==> src/rtl/ecdsa_pkg.sv <==
// rtl/ecdsa_pkg.sv - shared constants and state type for the ECDSA field datapath
package ecdsa_pkg;

  localparam int WIDTH = 256;
  localparam int WORD  = 16;
  localparam int NW    = WIDTH / WORD;
  localparam int IW    = $clog2(NW) + 1;

  // Index value one past the last word: the cycle that hands off to DONE
  localparam logic [IW-1:0] I_LAST = IW'(NW - 1);
  localparam logic [IW-1:0] I_END  = IW'(NW);

  typedef enum logic [1:0] {
    IDLE,
    SUB,
    FIX,
    DONE
  } state_e;

endpackage

==> src/rtl/addsub_16.sv <==
// rtl/addsub_16.sv - combinational WORD-bit add/subtract slice
module addsub_16
  import ecdsa_pkg::*;
(
  input  logic [WORD-1:0] x_i,
  input  logic [WORD-1:0] y_i,
  input  logic            cin_i,
  input  logic            sub_i,
  output logic [WORD-1:0] s_o,
  output logic            cout_o
);

  logic [WORD-1:0] y_eff;

  assign y_eff = sub_i ? ~y_i : y_i;
  assign {cout_o, s_o} = {1'b0, x_i} + {1'b0, y_eff} + {{WORD{1'b0}}, cin_i};

endmodule

==> src/rtl/mod_sub_256.sv <==
// rtl/mod_sub_256.sv - word-serial r = (a - b) mod p using one 16-bit slice
module mod_sub_256
  import ecdsa_pkg::*;
(
  input  logic             clk,
  input  logic             rst,
  input  logic             start,
  input  logic [WIDTH-1:0] a,
  input  logic [WIDTH-1:0] b,
  input  logic [WIDTH-1:0] p,
  output logic             busy,
  output logic             done,
  output logic [WIDTH-1:0] r
);

  state_e           state_q;
  logic [IW-1:0]    i_q;
  logic             carry_q;
  logic [WIDTH-1:0] a_q, b_q, p_q, r_q;
  logic             busy_q, done_q;

  logic [IW-2:0]    widx;
  logic [IW-1:0]    i_d;
  logic             fix_phase;
  logic [WORD-1:0]  x_w, y_w, sum_w;
  logic             cout_w;

  assign widx      = i_q[IW-2:0];
  assign i_d       = i_q + 1'b1;
  assign fix_phase = (state_q == FIX);

  // SUB: a[i] + ~b[i] + carry ; FIX: r[i] + p[i] + carry
  assign x_w = fix_phase ? r_q[widx*WORD +: WORD] : a_q[widx*WORD +: WORD];
  assign y_w = fix_phase ? p_q[widx*WORD +: WORD] : b_q[widx*WORD +: WORD];

  addsub_16 u_slice (
    .x_i    (x_w),
    .y_i    (y_w),
    .cin_i  (carry_q),
    .sub_i  (~fix_phase),
    .s_o    (sum_w),
    .cout_o (cout_w)
  );

  always_ff @(posedge clk or posedge rst) begin
    if (rst) begin
      state_q <= IDLE;
      i_q     <= '0;
      carry_q <= 1'b0;
      a_q     <= '0;
      b_q     <= '0;
      p_q     <= '0;
      r_q     <= '0;
      busy_q  <= 1'b0;
      done_q  <= 1'b0;
    end else begin
      done_q <= 1'b0;
      case (state_q)
        IDLE, DONE: begin
          if (start) begin
            a_q     <= a;
            b_q     <= b;
            p_q     <= p;
            i_q     <= '0;
            carry_q <= 1'b1;
            busy_q  <= 1'b1;
            state_q <= SUB;
          end else begin
            state_q <= IDLE;
          end
        end
        SUB, FIX: begin
          if (i_q == I_END) begin
            busy_q  <= 1'b0;
            done_q  <= 1'b1;
            state_q <= DONE;
          end else begin
            r_q[widx*WORD +: WORD] <= sum_w;
            // A missing carry out of the top word of a - b means a < b
            if (!fix_phase && i_q == I_LAST && !cout_w) begin
              i_q     <= '0;
              carry_q <= 1'b0;
              state_q <= FIX;
            end else begin
              i_q     <= i_d;
              carry_q <= cout_w;
            end
          end
        end
        default: state_q <= IDLE;
      endcase
    end
  end

  assign busy = busy_q;
  assign done = done_q;
  assign r    = r_q;

endmodule

==> config.mk <==
export PLATFORM = sky130hd
export DESIGN_NAME = mod_sub_256
export DESIGN_NICKNAME = d
export VERILOG_FILES = /design/src/rtl/ecdsa_pkg.sv /design/src/rtl/addsub_16.sv /design/src/rtl/mod_sub_256.sv
export SDC_FILE = /design/constraint.sdc
export NUM_CORES = 2
export LEC_CHECK = 0
export CORE_AREA = 2 2 395 397
export DETAILED_ROUTE_END_ITERATION = 10
export DIE_AREA = 0 0 397 399
export PLACE_DENSITY = 0.58
export RECOVER_POWER = 25
export SLEW_MARGIN = 20
export SYNTH_ARGS = -nofsm -noshare
export SYNTH_HDL_FRONTEND = slang
export SYNTH_HIERARCHICAL = 1
export SYNTH_SLANG_ARGS = --single-unit
==> constraint.sdc <==
create_clock -name clk -period 57.6 [get_ports clk]
set_clock_uncertainty 0.15 [all_clocks]
set_input_delay 17.28 -clock clk [delete_from_list [all_inputs] [get_ports clk]]
set_output_delay 17.28 -clock clk [all_outputs]
set_load 0.02 [all_outputs]
; After elaboration in Yosys (flattened, before gate mapping)
; Index checks and enable logic that the tools add are counted.
[totals]
reg_bits = 1034
inputBits = 771
out_inout_bits = 258
word_cells = 61
[op_classes]
add_sub_neg = 4
n_eq_ne = 9
shift = 6
muxes = 20
bitwise = 2
reduce_logical = 11
[ops]
columns = cell, count
row1 = indexed part select 256 x 9 -> 16 bit, 4
row2 = bitwise mux 256 bit, 1
row3 = variable shift 16 x 34 -> 256 bit (first input constant), 1
row4 = indexed part select 16 x 34 -> 256 bit, 1
row5 = 2-to-1 mux 16 bit, 3
row6 = negator 8 -> 34 bit, 1
row7 = adder 16 x 16 -> 17 bit, 1
row8 = adder 17 x 1 -> 17 bit, 1
row9 = NOT 16 bit, 1
row10 = 2-to-1 mux 5 bit, 3
row11 = case mux 5 bit (2 select lines), 1
row12 = AND reduction 2 bit, 4
row13 = 2-to-1 mux 1 bit, 7
row14 = inequality test 2 bit (second input constant), 3
row15 = adder 5 x 1 -> 5 bit (second input constant), 1
row16 = equality test 5 x 4 -> 1 bit (second input constant), 1
row17 = equality test 5 bit (second input constant), 1
row18 = equality test 2 bit (second input constant), 2
row19 = 2-to-1 mux 2 bit, 2
row20 = case mux 1 bit (2 select lines), 2
row21 = case mux 2 bit (2 select lines), 1
row22 = OR reduction 2 bit, 2
row23 = inequality test 3 bit (second input constant), 1
row24 = equality test 2 x 1 -> 1 bit (second input constant), 1
row25 = other kinds (4), 6

; Logic depth before layout (Yosys ltp)
[logic_depth]
depth_word = 11
depth_mapped = 21
depth_no_buf = 18

; Cells and area by module
; Netlist, hierarchy kept.
[by_module_without_submodules]
columns = mod, n_inst, cells_per_inst, area_per_inst_um2, seq_area_each_um2
row1 = mod_sub_256, 1, 5448, 48068.6, 25874.8
row2 = addsub_16, 1, 137, 1013.5, 0.0

; Worst setup path before layout
; Ideal clock, no wire load.
[synth_timing]
kind = input port to flip-flop
start = input start
end = register p_q[100]
setup_ns = 0.065
arrival_time_ns = 18.264
required_ns = 57.385
slack_ns = 39.121
path_stages = 6
path_buffers = 3
path_cell_list = nand2_1 -> buf_2 -> clkbuf_1 -> clkbuf_1 -> nand2_1 -> nand2_1
[synth_between]
elab_chain_len = 1
[synth_lines]
columns = item, line
row1 = "start, declared", mod_sub_256.sv:7  ; input logic start,
row2 = AND reduction 2 bit (no source line), -
row3 = "end signal, assigned", mod_sub_256.sv:63  ; p_q <= p;
row4 = "end, declared", mod_sub_256.sv:19  ; logic [WIDTH-1:0] a_q, b_q, p_q, r_q;
; No other way between the ends.
; A chain may end at the register's enable or synchronous reset.

==> flow_summary_export.csv <==
group,metric,value,unit
layout,fillCellCount,15340,
power,p_per_area,64.39,nW/um^2
routing,drc_errors,0,
layout,final_common_cell,"nand2_1",
grt,globalRouteMet3Util,5.412,%
routing,via_per_inst,5.118,
logic_synthesis,synth_flop_cell,"dfrtp_1",
grt,grt_pass1_vias,43640,
timing,relSlewSlack,-419.6,%
floorplanning,rows,144,
power,peakVddDrop,152.0,uV
logic_synthesis,synth_seq_area_share,52.72,%
clocking,cts_setup_buffers,0,
floorplanning,ioPinCount,1029,
worst_setup_path,crit_path_cell_trace,"dlygate4sd3_1, clkinvlp_2, clkbuf_1",
clocking,clkTransAtPathRegs,60,ps
timing,fin_setup_tns,0,ps
grt,grt_pass1_wl,327000,um
place,dp.cells,8351,
grt,overflow,0,
place,gp_congestion,0.9178,
status,status,"finished, violations left",
timing,max_freq,0.03545,GHz
timing,period_share,48.97,%
worst_setup_path,cp_max_fo,144,
floorplanning,die_y,399,um
timing,fin_ws,29390,ps
worst_hold_path,hp-class,"reg2reg",
layout,fin_nets,7223,
worst_setup_path,crit_arrival,26920,ps
logic_synthesis,yosysWarnings,6,
clocking,htreeDepth,3,
logic_synthesis,ys_async_sr_fraction,100.0,%
timing,setup_viol,0,
clocking,cts_hold_buf,0,
clocking,cts_tree,"yes",
worst_setup_path,worstSetupPathType,"in2async",
routing,firstDrtPassIters,6,
place,numPortBuffers,1028,
clocking,clockBufferDepth,3,
power,pwr-share-comb,52.3,%
power,p_switching,2.153,mW
timing,finalWorstPathRequiredPeriod,28210,ps
logic_synthesis,synth-seq-cells,1034,
power,p_seq_share,29.1,%
logic_synthesis,synthXorXnorAreaFrac,0.5659,%
power,p_clk_share,18.6,%
routing,dr.first_iter.drc_count,3895,
timing,slew_viol_final,707,
layout,stdcell_area,64870,um^2
logic_synthesis,muxShareOfSynthArea,11.77,%
place,dp_hpwl,177400,um
layout,stdcell_count,8579,
status,violations,"max-capacitance violations, max-slew violations",
clocking,insertion_delay,730,ps
routing,ant_nets,0,
grt,gr-max-usage-layer,"met2",
logic_synthesis,synth-compound-area-share,7.767,%
place,placed_cell_area,61020,um^2
floorplanning,die-area,158400,um^2
place,pre_cts_slack,35170,ps
clocking,cts_resized,0,
floorplanning,initial_core_util,31.94,%
logic_synthesis,ys_types,62,
logic_synthesis,avgSynthCellArea,8.788,um^2
layout,final_util,42.21,%
timing,rsz0062_at_grt,"no",
worst_setup_path,critPathMaxStageDelay,5690,ps
grt,antenna_found_initial,36,
grt,grt_max_degree,201,
grt,met2_usage,48.54,%
clocking,clockRootBuffer,"clkbuf_16",
logic_synthesis,synth_adder_area_share,0.6679,%
floorplanning,die_w,397,um
clocking,cts_sinks,1034,
routing,routed_wl,235100,um
layout,final_cell_mix,"nand2_1, dfrtp_1, clkdlybuf4s50_1",
logic_synthesis,synth_simple_gate_area_share,22.34,%
worst_setup_path,cp.required,56310,ps
routing,wl_per_cell,27.41,um
worst_setup_path,endpoint_kind,"asynchronous set/reset pin",
grt,grt_usage,28.88,%
job,cap_violations,17,
power,total_leakage_power,28.73,nW
worst_setup_path,critPathSlowestCell,"clkbuf_1",
layout,drive_gt1_share,4.266,%
logic_synthesis,synth_top_family_by_area,"simple AND/OR/NAND/NOR gates",
grt,use_met1,35.44,%
floorplanning,design.core.area,153700,um^2
logic_synthesis,synthCells,5585,
timing,worstMarginPinSlew,7794,ps
power,internal_power,2.024,mW
clocking,cts-buffers-inserted,116,
logic_synthesis,synth.cell_area,49080,um^2
timing,hold_viol,0,
logic_synthesis,synth_edf_count,0,
logic_synthesis,synth_fp_nets,6381,
worst_setup_path,cp-start-kind,"input port",
power,sw_frac_of_total,51.54,%
layout,syn_to_final_growth,32.16,%
routing,vias,43900,
per-layer routing:
layer,vias up,routed length [um]
li1,19970,-
met1,21720,92370
met2,1775,113500
met3,411,15850
met4,30,13280
met5,-,191
worst max-delay path, delay by kind of cell:
kind	cells	cell delay (ps)
buffers and inverters	3	9500
power by group through the flow:
stage / Sequential [mW] / Clock, mW / Combinational, mW
after floorplan: 1.19 / 0 / 1.06
after global placement: 1.22 / 0 / 2.21
after detailed placement: 1.22 / 0 / 2.23
after CTS: 1.21 / 0.788 / 2.24
after global routing: 1.24 / 0.817 / 2.28
final: 1.21 / 0.777 / 2.19
registers in the layout (all words and copies together) (netlist names):
signal	count
i_q	5
a_q	256
p_q	256
r	256
b_q	256
busy	1
carry_q	1
done	1
state_q	2
area by class of cell:
cell class                 instances  area [um^2]  share of cell area [%]
tap                             2044         2557                   3.943
antenna                           18        45.04                 0.06944
clock inverter                    42        520.5                  0.8024
multi-input combinational       4084        21190                   32.67
timing repair buffer            1111        10950                   16.88
sequential                      1034        25870                   39.89
inverter                          80        301.5                  0.4648
clock buffer                     166         3426                   5.281
through the flow:
step | power, mW | hold slack (ps)
floorplan | 2.247 | 295.0
global placement | 3.425 | 306.4
detailed placement | 3.454 | 311.2
CTS | 4.239 | 325.9
global route | 4.338 | 336.4
finish | 4.177 | 321.0
synth_stat cells, types with 2 or more instances:
| master | n | area share, % |
|---|---|---|
| a211oi_1 | 64 | 0.98 |
| a21o_1 | 8 | 0.12 |
| a21oi_1 | 13 | 0.13 |
| a21oi_2 | 2 | 0.036 |
| a21oi_4 | 3 | 0.099 |
| a22o_1 | 17 | 0.30 |
| a22oi_1 | 33 | 0.50 |
| a31oi_1 | 2 | 0.025 |
| and2_1 | 4 | 0.051 |
| and3_1 | 6 | 0.076 |
| and4_1 | 3 | 0.054 |
| buf_1 | 21 | 0.16 |
| buf_2 | 126 | 1.3 |
| buf_4 | 10 | 0.15 |
| buf_6 | 13 | 0.30 |
| clkbuf_1 | 216 | 1.7 |
| dfrtp_1 | 1034 | 53 |
| fa_1 | 2 | 0.082 |
| ha_1 | 23 | 0.59 |
| inv_1 | 80 | 0.61 |
| mux2i_1 | 577 | 12 |
| nand2_1 | 2621 | 20 |
| nand2b_1 | 4 | 0.051 |
| nand3_1 | 25 | 0.25 |
| nand3b_1 | 2 | 0.031 |
| nand4_1 | 5 | 0.064 |
| nor2_1 | 79 | 0.60 |
| nor2b_1 | 3 | 0.038 |
| nor3_1 | 72 | 0.73 |
| nor3b_1 | 2 | 0.031 |
| o2111ai_1 | 3 | 0.054 |
| o211ai_1 | 6 | 0.092 |
| o21a_1 | 4 | 0.061 |
| o21ai_0 | 235 | 2.4 |
| o21ai_1 | 3 | 0.031 |
| o22ai_1 | 193 | 2.5 |
| o31ai_1 | 16 | 0.24 |
| or3_1 | 2 | 0.025 |
| or3_4 | 2 | 0.046 |
| or3b_1 | 3 | 0.054 |
| xnor2_1 | 11 | 0.20 |
| xor2_1 | 17 | 0.30 |
cell families after synthesis:
family	after synthesis
buffers and inverters	467
and+or+nand+nor	2840
xor gates and xnor gates	30
AOI/OAI and AO/OA	612
muxes	577
DFF	1034
adders and majority gates	25
path summary, 6_finish.rpt:
check / startpoint / endpoint / slack, ps / depth (start not counted)
max in group clk: start / b_q[182] / 32840 / 8
min in group asynchronous: rst / a_q[16] / 18690 / 2
worst min-delay path: b_q[246] / b_q[246] / 320 / 2
worst max register to register: state_q[0] / r[103] / 42710 / 17
worst min register to register: b_q[246] / b_q[246] / 320 / 2
worst max-delay path: rst / b_q[117] / 29390 / 3
No activity file was read; power rests on OpenSTA's default activity.
